[config.mk]
export PLATFORM = sky130hd
export DESIGN_NAME = mvb_sat_cnt
export DESIGN_NICKNAME = d
export VERILOG_FILES = /design/src/rtl/mvb_sat_cnt.sv
export SDC_FILE = /design/constraint.sdc
export NUM_CORES = 1
export LEC_CHECK = 0
export BUFFER_PORTS_ARGS = -buffer_cell sky130_fd_sc_hd__buf_2
export CORE_MARGIN = 2
export CORE_UTILIZATION = 39
export CTS_CLUSTER_DIAMETER = 40
export CTS_CLUSTER_SIZE = 16
export DETAILED_ROUTE_END_ITERATION = 10
export HOLD_SLACK_MARGIN = 0.12
export RECOVER_POWER = 25
export SLEW_MARGIN = 20
export SYNTH_ARGS = -nofsm -noshare
export SYNTH_HDL_FRONTEND = slang
export SYNTH_SLANG_ARGS = --single-unit
export TNS_END_PERCENT = 100
[constraint.sdc]
create_clock -name clk -period 1.85 [get_ports clk]
set_input_delay 0.37 -clock clk [delete_from_list [all_inputs] [get_ports clk]]
set_output_delay 0.37 -clock clk [all_outputs]
set_load 0.05 [all_outputs]
[src/rtl/mvb_sat_cnt.sv]
// Saturating up-counter with increment enable.
module mvb_sat_cnt #(
    parameter int unsigned WIDTH = 16
) (
    input  logic             clk,
    input  logic             rst,
    input  logic             inc,
    output logic [WIDTH-1:0] cnt
);

    always_ff @(posedge clk or negedge rst) begin
        if (!rst) begin
            cnt <= '0;
        end else if (inc && cnt != '1) begin
            cnt <= cnt + WIDTH'(1);
        end
    end

endmodule

After elaboration in Yosys (flattened, before gate mapping)
Cells that the tools add are included.
{"block": "totals", "register_bits": 16, "output_inout_bits": 16, "elab_cells": 4}
{"block": "op_classes", "add_sub_neg": 1, "eq_ne": 1, "reduce_logical": 1}
{"operator": "$add 16x1->16 const B", "count": 1}
{"operator": "$ne 16x16->1 const B", "count": 1}
{"operator": "$logic_and 1x1->1", "count": 1}

Longest topological paths before layout
{"block": "logic_depth", "word_depth": 2, "depth_mapped": 5, "ltp_nobuf": 5}

Worst setup path after synthesis
Ideal clock, no wire load.
{"block": "synth_timing", "path_type": "reg2reg", "startpoint": "register cnt[13]", "endpoint": "register cnt[1]", "setup_ps": 128, "t_arrival_ps": 1688, "t_required_ps": 1722, "path_slack_ps": 34, "stages_incl_launch_ff": 5, "cell_sequence": "dfrtp_1 -> and4_1 -> nand3_4 -> o31ai_4 -> mux2_1"}
{"block": "synth_via", "elab_chain_cells": 2}
{"item": "from (decl)", "line": "8", "source": "output logic [WIDTH-1:0] cnt"}
{"item": "from (signal assigned)", "line": "15", "source": "cnt <= cnt + WIDTH'(1);"}
{"item": "$ne 16x16->1", "line": "14", "source": "end else if (inc && cnt != '1) begin"}
{"item": "$logic_and 1x1->1", "line": "14"}
No other way between the ends.
A chain may end at the register's enable or synchronous reset.

Worst setup path in the final report
Same ends and word-level chain as after synthesis.

==> key figures <==
Drt
  – Antenna Nets Post-Route: 0
  – WL/cell: 14.7 um
  – Pre-antenna DRT Iters: 4
  – WL final: 1770 um
  – Drc violations: 0
  – DR iter-0 viols: 15
  – Via-to-Cell Ratio: 5.84
  – Routed vias: 707

Global routing
  – Vias in the first global route: 627
  – Overflow after GRT: 0
  – Total GRT Usage: 0.153
  – Largest net degree at the start of global routing: 17
  – First-pass GRT wire length: 2970 um
  – Initial antenna violation count: 0

Power and ir drop
  – Combinational fraction of design power: 0.402
  – Pint: 0.615 mW
  – Power Dens Cells: 1170 nW/um^2
  – Clk network pwr share: 0.152
  – P_leak: 0.464 nW
  – Sw frac: 0.481
  – Max VDD drop: 796 uV
  – Switching power: 0.568 mW
  – Sequential Power Share: 0.446

Synthesis
  – Top cell type's share of synthesized area: 0.466
  – Yosys top cell by area: dfrtp_1
  – Syn Nets: 76
  – Cell Area, Synth: 860 sq um
  – Mean Syn Cell Area: 11.9 sq um
  – Area contributors post-synth: dfrtp_1, nand4_1, xnor2_1
  – Post-synthesis sequential area ratio: 0.466
  – Ys Warns: 0
  – Seq cells post-synth: 16
  – Syn Inst Count: 72
  – Yosys cell types: 27

Place
  – Inst Count DP: 117
  – HPWL Detailed: 1330 um
  – Post-Place Worst Slack: 0.252 ns
  – I/O Buffers: 18
  – Placed inst area: 983 sq um
  – GP Congestion: 0.778

Timing
  – Slew HR: 0.436
  – Unrepaired setup endpoints after global routing: false
  – Final Cycle Share: 0.876
  – Post-layout min period: 1.62 ns
  – Least-Margin Pin Slew: 0.846 ns
  – Setup TNS: 0 ns
  – Fmax: 617 MHz
  – PnR worst setup slack: 0.230 ns
  – Final hold violations: 0
  – Slew Limit Fails: 0
  – Final clock skew: 0.00276 ns
  – # setup viols final: 0

Clocking
  – TritonCTS clock tree: done
  – H-tree depth: 1
  – Worst skew pair latency: 0.28 ns
  – Worst-path clk slew: 0.09 ns
  – # resized after CTS: 0
  – Clock buffer depth: 2
  – Inserted Clock Buffers: 3
  – Root Buffer: clkbuf_4
  – Clk sinks: 16

Floorplan
  – Row cnt: 16
  – Overall die width: 50.9 um
  – Die Span Y: 50.9 um
  – # IOs: 19
  – Initial Util: 0.425
  – Core area: 2020 sq um
  – DIE AREA: 2600 sq um

Cells and area
  – Layout cells sized above 1: 0.319
  – Total Nets Final: 100
  – Layout area overhead: 18.0%
  – Biggest regs: cnt x16
  – Most frequent cells in the layout: buf_2, dfrtp_1, nand4_1
  – Sequential Area: 400 sq um
  – Fillcell total: 204
  – Area occupied by multi-input gates: 459 sq um
  – Top reg by flops: cnt
  – Most common cell after layout, fill and taps aside: buf_2
  – Post-route design area: 1010 sq um
  – Max reg flops: 16
  – Final Non-Filler Cells: 121
  – ANT cells: 0

Worst setup path
  – Worst-path maximum fanout: 8
  – Worst endpoint required time: 2.02 ns
  – WP data arrival: 1.79 ns
  – Kind of critical path: reg2reg
  – Crit start category: flop
  – Crit end category: flop

Flow run
  – Maxcap violations: 0

Hold path
  – Worst Hold Class: in2reg

Run status
  – Status: completed
[synth_stat cells]
| master | count |
|---|---|
| dfrtp_1 | 16 |
| nand4_1 | 8 |
| nand3_1 | 5 |
| o21a_1 | 5 |
| xnor2_1 | 5 |
| nand2_1 | 4 |
| a21oi_1 | 3 |
| a31oi_1 | 3 |
| and3_1 | 2 |
| nor2_1 | 2 |
| nor4_4 | 2 |
| xor2_1 | 2 |
| a32oi_1 | 1 |
| and4_1 | 1 |
| and4_2 | 1 |
| and4_4 | 1 |
| and4b_1 | 1 |
| ha_1 | 1 |
| mux2_1 | 1 |
| nand3_4 | 1 |
| nand4_2 | 1 |
| nand4_4 | 1 |
| nor2_2 | 1 |
| nor3_2 | 1 |
| o211ai_1 | 1 |
| o21ai_0 | 1 |
| o31ai_4 | 1 |
[cells by family (layout without fill, tap and decap cells)]
kind of cell    Yosys count  after routing  synth area share
compound gates           15             15             0.132
xor+xnor                  7              7            0.0713
fa+ha+maj                 1              1            0.0146
simple gates             32             32             0.303
flops                    16             16             0.466
mux                       1              1            0.0131
buf+inv                   0             22                 0
[worst max-delay path, stage by stage (launching register included)]
cell and delay, ns:
dfrtp_1 0.47, and4_1 0.32, nand3_4 0.13, o31ai_4 0.23
mux2_1 0.34
[metal layers]
layer	up-vias	global-route usage	routed length, um
met5	-	0	0
met4	0	0.0405	14
met3	2	0.0556	103
met2	23	0.232	817
met1	349	0.204	840
li1	333	-	-
[power by group through the flow]
stage,combinational (mW),clock [mW],sequential (mW)
detailed placement,0.479,0,0.535
floorplan,0.132,0,0.753
global placement,0.479,0,0.530
CTS,0.480,0.188,0.528
finish,0.476,0.180,0.528
global route,0.501,0.207,0.541
[area by class of cell]
class                   instances  share of cell area
repair buffers                 19              0.0974
multi-input cells              56               0.453
well taps                      27              0.0333
flip-flops and latches         16               0.395
clock buffers                   3              0.0222
[path summary, 6_finish.rpt]
path,startpoint,endpoint,slack (ns),cells after the start
worst min-delay path,inc,cnt[0]$_DFFE_PN0P_,0.39,3
worst min register to register,cnt[15]$_DFFE_PN0P_,cnt[15]$_DFFE_PN0P_,0.53,1
max in group asynchronous,rst,cnt[6]$_DFFE_PN0P_,0.63,2
min in group asynchronous,rst,cnt[15]$_DFFE_PN0P_,0.70,2
worst max-delay path,cnt[13]$_DFFE_PN0P_,cnt[1]$_DFFE_PN0P_,0.23,4
worst max register to register,cnt[13]$_DFFE_PN0P_,cnt[1]$_DFFE_PN0P_,0.23,4
[what timing repair did]
action	4_1_cts	5_1_grt
hold buffers	1	0
hold endpoints to repair	16	0
buffers inserted	0	0
[metrics by stage]
stage / hold slack, ns / utilization / power, mW
floorplan: 0.0744 / - / 0.885
global placement: 0.305 / 0.486 / 1.01
detailed placement: 0.306 / 0.486 / 1.01
CTS: 0.388 / 0.502 / 1.20
global route: 0.376 / 0.502 / 1.25
finish: 0.391 / 0.502 / 1.18
(Power assumes the default switching activity.)
